**src/rtl/radix4_booth_divider_if.sv**
```systemverilog
// rtl/radix4_booth_divider_if.sv - start/done handshake and result bundle for the radix-4 divider
interface radix4_booth_divider_if #(parameter int N = 16);
  logic         start;
  logic [N-1:0] a;
  logic [N-1:0] b;
  logic         busy;
  logic         done;
  logic [N-1:0] Quot;
  logic [N-1:0] Rem;
  logic         div_by_zero;
  logic         ovf;

  modport master (output start, a, b,
                  input  busy, done, Quot, Rem, div_by_zero, ovf);
  modport slave  (input  start, a, b,
                  output busy, done, Quot, Rem, div_by_zero, ovf);
endinterface

```
**src/rtl/radix4_booth_divider.sv**
```systemverilog
// rtl/radix4_booth_divider.sv - fixed-latency signed divider, 2 quotient bits per cycle on magnitudes
module radix4_booth_divider #(
  parameter int N = 16
) (
  input logic                   clk,
  input logic                   rst,
  radix4_booth_divider_if.slave bus
);
  localparam int CW = (N / 2 > 1) ? $clog2(N / 2) : 1;

  typedef enum logic [1:0] {IDLE, PREP, ITER, FIX} state_t;

  state_t         state, state_nxt;
  logic [N-1:0]   a_r, b_r;
  logic [N-1:0]   rq;
  logic [N+1:0]   p, d1, d2, d3;
  logic [N+1:0]   sh, sub;
  logic [1:0]     digit;
  logic [CW-1:0]  cnt;
  logic           sign_q, sign_r;
  logic [N-1:0]   mag_a, mag_b;
  logic [N-1:0]   quot_r, rem_r;
  logic           done_r, dz_r, ovf_r;

  always_ff @(posedge clk) begin
    if (rst) state <= IDLE;
    else     state <= state_nxt;
  end

  always_comb begin
    state_nxt = state;
    case (state)
      IDLE:    if (bus.start) state_nxt = PREP;
      PREP:    state_nxt = ITER;
      ITER:    if (cnt == '0) state_nxt = FIX;
      FIX:     state_nxt = IDLE;
      default: state_nxt = IDLE;
    endcase
  end

  always_comb begin
    bus.busy = (state == ITER) || (state == FIX);
  end

  // -2^(N-1) negates to itself, which read as unsigned is the correct magnitude
  assign mag_a = a_r[N-1] ? -a_r : a_r;
  assign mag_b = b_r[N-1] ? -b_r : b_r;

  // P < |b| holds between steps, so the shifted value is below 4|b| and one digit always suffices
  always_comb begin
    sh = (p << 2) | {{N{1'b0}}, rq[N-1:N-2]};
    if (sh >= d3) begin
      digit = 2'd3;
      sub   = d3;
    end else if (sh >= d2) begin
      digit = 2'd2;
      sub   = d2;
    end else if (sh >= d1) begin
      digit = 2'd1;
      sub   = d1;
    end else begin
      digit = 2'd0;
      sub   = '0;
    end
  end

  always_ff @(posedge clk) begin
    if (rst) begin
      a_r    <= '0;
      b_r    <= '0;
      rq     <= '0;
      p      <= '0;
      d1     <= '0;
      d2     <= '0;
      d3     <= '0;
      cnt    <= '0;
      sign_q <= 1'b0;
      sign_r <= 1'b0;
      quot_r <= '0;
      rem_r  <= '0;
      done_r <= 1'b0;
      dz_r   <= 1'b0;
      ovf_r  <= 1'b0;
    end else begin
      done_r <= 1'b0;
      case (state)
        IDLE: begin
          if (bus.start) begin
            a_r <= bus.a;
            b_r <= bus.b;
          end
        end
        PREP: begin
          rq     <= mag_a;
          p      <= '0;
          d1     <= {2'b00, mag_b};
          d2     <= {1'b0, mag_b, 1'b0};
          d3     <= {2'b00, mag_b} + {1'b0, mag_b, 1'b0};
          sign_q <= a_r[N-1] ^ b_r[N-1];
          sign_r <= a_r[N-1];
          cnt    <= CW'(N / 2 - 1);
        end
        ITER: begin
          p   <= sh - sub;
          rq  <= {rq[N-3:0], digit};
          cnt <= cnt - 1'b1;
        end
        FIX: begin
          // with b=0 every compare passes, leaving Rem=|a|; only Quot needs forcing
          quot_r <= (b_r == '0) ? '1 : (sign_q ? -rq : rq);
          rem_r  <= sign_r ? -p[N-1:0] : p[N-1:0];
          dz_r   <= (b_r == '0);
          ovf_r  <= (a_r == {1'b1, {(N-1){1'b0}}}) && (b_r == '1);
          done_r <= 1'b1;
        end
        default: ;
      endcase
    end
  end

  assign bus.done        = done_r;
  assign bus.Quot        = quot_r;
  assign bus.Rem         = rem_r;
  assign bus.div_by_zero = dz_r;
  assign bus.ovf         = ovf_r;
endmodule
```
**src/flat_wrapper.sv**
```systemverilog
// flat-port wrapper written by rule: the top's interface ports become plain ports
module radix4_booth_divider_flat 
#(
  parameter int N = 16
)
  (clk, rst, bus_start, bus_a, bus_b, bus_busy, bus_done, bus_Quot, bus_Rem, bus_div_by_zero, bus_ovf);
  radix4_booth_divider_if #(.N(N)) bus_i ();
  input logic clk;
  input logic rst;
  input wire logic [$bits(bus_i.start)-1:0] bus_start;
  input wire logic [$bits(bus_i.a)-1:0] bus_a;
  input wire logic [$bits(bus_i.b)-1:0] bus_b;
  output wire logic [$bits(bus_i.busy)-1:0] bus_busy;
  output wire logic [$bits(bus_i.done)-1:0] bus_done;
  output wire logic [$bits(bus_i.Quot)-1:0] bus_Quot;
  output wire logic [$bits(bus_i.Rem)-1:0] bus_Rem;
  output wire logic [$bits(bus_i.div_by_zero)-1:0] bus_div_by_zero;
  output wire logic [$bits(bus_i.ovf)-1:0] bus_ovf;
  assign bus_i.start = bus_start;
  assign bus_i.a = bus_a;
  assign bus_i.b = bus_b;
  assign bus_busy = bus_i.busy;
  assign bus_done = bus_i.done;
  assign bus_Quot = bus_i.Quot;
  assign bus_Rem = bus_i.Rem;
  assign bus_div_by_zero = bus_i.div_by_zero;
  assign bus_ovf = bus_i.ovf;
  radix4_booth_divider #(.N(N)) u_core (.clk(clk), .rst(rst), .bus(bus_i));
endmodule
```
**config.mk**
```make
export PLATFORM = sky130hd
export DESIGN_NAME = radix4_booth_divider_flat
export DESIGN_NICKNAME = d
export VERILOG_FILES = /design/src/rtl/radix4_booth_divider_if.sv /design/src/rtl/radix4_booth_divider.sv /design/src/flat_wrapper.sv
export SDC_FILE = /design/constraint.sdc
export NUM_CORES = 1
export LEC_CHECK = 0
export ABC_AREA = 1
export CAP_MARGIN = 20
export CORE_MARGIN = 3
export CORE_UTILIZATION = 50
export CTS_CLUSTER_DIAMETER = 150
export DETAILED_ROUTE_END_ITERATION = 6
export GPL_TIMING_DRIVEN = 0
export PLACE_DENSITY_LB_ADDON = 0.2
export REMOVE_ABC_BUFFERS = 1
export SKIP_LAST_GASP = 1
export SLEW_MARGIN = 20
export SYNTH_ARGS = -nofsm -noshare
export SYNTH_HDL_FRONTEND = slang
export SYNTH_SLANG_ARGS = --single-unit
```
**constraint.sdc**
```tcl
create_clock -name clk -period 4.4 [get_ports clk]
set_input_delay 0.88 -clock clk [delete_from_list [all_inputs] [get_ports clk]]
set_output_delay 0.88 -clock clk [all_outputs]
set_load 0.02 [all_outputs]
```
==> results_dict.tcl <==
set metrics [dict create \
    finalClockSkew_ns 0.00902 \
    viasPerCell 5.35 \
    root_buffer "clkbuf_16" \
    crit_chain "ha_1, nand2_1, inv_1, nand2_1, nand2_1, nand2_1, nand2_1, nand2_1, nand3_1, nor2_2, o21ai_0, ha_1, a21oi_1, nand2_1, a21o_1, a31oi_1, o21ai_1, nor2_1, nor2_1, nand2_1, a21oi_1" \
    setup_viol 0 \
    slowest_stage "dfxtp_1" \
    post-route-drc-count 0 \
    relSlewSlack 0.496 \
    grt_pass1_vias 7794 \
    grt_max_degree 71 \
    postSynthAreaPerCell_um2 6.89 \
    syn2layout_area_growth_pct 16.7 \
    clkSlewWorstSetupHoldPaths_ns 0.06 \
    syn_inst 1352 \
    drv_cap 0 \
    numCtsBuffers 17 \
    port_buffers 70 \
    fmax_mhz 254 \
    grt_use_total 0.230 \
    drive_above_1_share 0.0483 \
    overflow 0 \
    postRouteAntennaNets 0 \
    drtIter0Drc 592 \
    cp.arrival_ns 4.25 \
    via_count 8755 \
    crit_top_cell "nand2_1" \
    grt_setup_unrepaired "false" \
    finalHoldViolCount 0 \
    cp_top_family "simple AND/OR/NAND/NOR gates" \
    hpwl_um 17600 \
    die_area_mm2 0.0203 \
    fp-row-count 49 \
    hp-class "flip-flop to flip-flop" \
    synth-seq-area-share 0.299 \
    worstSetupPathType "flip-flop to flip-flop" \
    die_h_um 143 \
    start_util 0.514 \
    cts.sinks 139 \
    htree_num_levels 4 \
    dp_slack_ns 0.156 \
    die_w_um 143 \
    slew_violations 0 \
    period_share 0.896 \
    synthDistinctLibCells 45 \
    cts.path.max_buffers 2 \
    clk_latency_ns 0.43 \
    grt_first_pass_wirelength_um 37900 \
    startpoint "u_core.p[3]$_SDFFE_PP0P_" \
    required_ns 4.70 \
    r2r_start "u_core.p[3]$_SDFFE_PP0P_" \
    wire_per_inst_um 14.2 \
    drt_wl_total_um 23200 \
    final_cell_mix "nand2_1 (224), inv_1 (176), a21oi_1 (175), dfxtp_1 (139), o21ai_0 (138)" \
    period_minus_slack_ns 3.94 \
    path_max_fanout 16 \
    grt_antenna_before_repair 0 \
    cts.hold.buffers_added 0 \
    ctsResizeCount 0 \
    r2r_cells 21 \
    cp-end-kind "flip-flop" \
    timing.rr.end "u_core.p[11]$_SDFFE_PP0P_" \
    cp.depth 21 \
    ys_warn_count 0 \
    fin_nets 1527 \
    max_stage_delay_ns 0.55 \
    antennaDiodeCount 0 \
    rrSetupSlack_ns 0.46 \
    layout_setup_ws_ns 0.459 \
    worst-slew-pin-transition_ns 0.756 \
    yosys_register_bits 139 \
    setup.worst_path.end "u_core.p[11]$_SDFFE_PP0P_" \
    layout_commonest_cell "nand2_1" \
    ios 71 \
    coreArea_mm2 0.0181 \
    crit_buf_inv 1 \
    cts_tree "built" \
    cts_setup_buffers 0 \
    gp_congestion 0.915 \
    critPathLaunchType "flip-flop" \
    syn-cell-area_mm2 0.00932 \
    firstDrtPassIters 6 \
    status "completed" \
]
flip-flops by register name, indices dropped and copies added (netlist names):
signal / cells
u_core.bus.Rem: 16
u_core.sign_q: 1
u_core.d1: 15
u_core.b_r: 16
u_core.bus.done: 1
u_core.bus.div_by_zero: 1
u_core.bus.Quot: 16
u_core.p: 16
u_core.sign_r: 1
u_core.cnt: 3
u_core.d3: 18
u_core.bus.ovf: 1
u_core.rq: 16
u_core.state: 2
u_core.a_r: 16
synthesized netlist by cell type, drive strengths merged:
cell type | n | share of area
nand2 | 226 | 0.091
inv | 185 | 0.074
a21oi | 175 | 0.094
o21ai | 147 | 0.079
dfxtp | 139 | 0.30
nor2 | 120 | 0.049
ha | 94 | 0.13
nand3 | 54 | 0.030
xor2 | 48 | 0.045
clkbuf | 38 | 0.015
nor3 | 20 | 0.013
o221ai | 19 | 0.018
buf | 12 | 0.0054
nand4 | 8 | 0.0054
a31oi | 7 | 0.0047
o211ai | 7 | 0.0056
or2 | 7 | 0.0047
xnor2 | 7 | 0.0066
a21o | 4 | 0.0032
a221oi | 4 | 0.0038
nor4 | 4 | 0.0027
clkinv | 3 | 0.0012
nand3b | 3 | 0.0024
o21bai | 3 | 0.0028
a211oi | 2 | 0.0016
a21boi | 2 | 0.0020
a2bb2oi | 2 | 0.0019
fa | 2 | 0.0043
o21a | 2 | 0.0016
o22ai | 2 | 0.0013
a41oi | 1 | 0.00094
and2 | 1 | 0.00067
nor3b | 1 | 0.00081
o311ai | 1 | 0.00094
o31ai | 1 | 0.00081
or4 | 1 | 0.00081
layout make-up:
type,instances,area [um2]
fill,1703,7270
multi-input combinational,976,5670
clock buffer,20,467
sequential,139,2780
timing repair buffer,74,808
tap,229,287
clock inverter,11,158
inverter,188,708
routing by layer:
| metal | track usage | wire [um] | up-vias |
|---|---|---|---|
| li1 | - | - | 4607 |
| met1 | 0.333 | 11800 | 3926 |
| met2 | 0.359 | 10100 | 195 |
| met3 | 0.0323 | 1020 | 27 |
| met4 | 0.0665 | 305 | 0 |
| met5 | 0 | 0 | - |
worst register-to-register path: stages (launching register included):
cell and delay [ns]:
dfxtp_1 0.55, ha_1 0.33, nand2_1 0.09, inv_1 0.06
nand2_1 0.06, nand2_1 0.05, nand2_1 0.06, nand2_1 0.05
nand2_1 0.06, nand3_1 0.15, nor2_2 0.50, o21ai_0 0.27
ha_1 0.39, a21oi_1 0.16, nand2_1 0.11, a21o_1 0.22
a31oi_1 0.29, o21ai_1 0.13, nor2_1 0.10, nor2_1 0.05
nand2_1 0.09, a21oi_1 0.05
logic make-up after synthesis:
logic type	Yosys count	synth area share
AO/OA/AOI/OAI	379	0.222
XOR/XNOR	55	0.0517
adder cells (fa/ha/maj)	96	0.130
buffers and inverters	238	0.0964
flip-flops	139	0.299
AND/OR/NAND/NOR	445	0.201
through the flow:
step                instances  TNS (ns)  area [um2]  utilization  hold slack, ns
finish                   1637         0       10900        0.599           0.475
global route             1637         0       10900        0.599           0.483
CTS                      1636         0       10900        0.598           0.471
detailed placement       1605         0       10200        0.564           0.460
global placement         1601    -98.12       10100        0.557           0.442
floorplan                1302         0        9130            -           0.426
worst min path at each step:
stage                                     from                         end  slack (ns)  depth (start not counted)
finish              u_core.cnt[0]$_SDFFE_PP0P_  u_core.cnt[0]$_SDFFE_PP0P_        0.47                          1
global route        u_core.rq[14]$_SDFFE_PP0P_  u_core.rq[14]$_SDFFE_PP0P_        0.48                          2
global placement    u_core.cnt[0]$_SDFFE_PP0P_  u_core.cnt[0]$_SDFFE_PP0P_        0.44                          1
detailed placement  u_core.cnt[0]$_SDFFE_PP0P_  u_core.cnt[0]$_SDFFE_PP0P_        0.46                          1
floorplan           u_core.cnt[0]$_SDFFE_PP0P_  u_core.cnt[0]$_SDFFE_PP0P_        0.43                          1
CTS                 u_core.cnt[0]$_SDFFE_PP0P_  u_core.cnt[0]$_SDFFE_PP0P_        0.47                          1
Power is not shown: default switching activity piles up to over one toggle a cycle in this logic, so the estimate is an artifact.
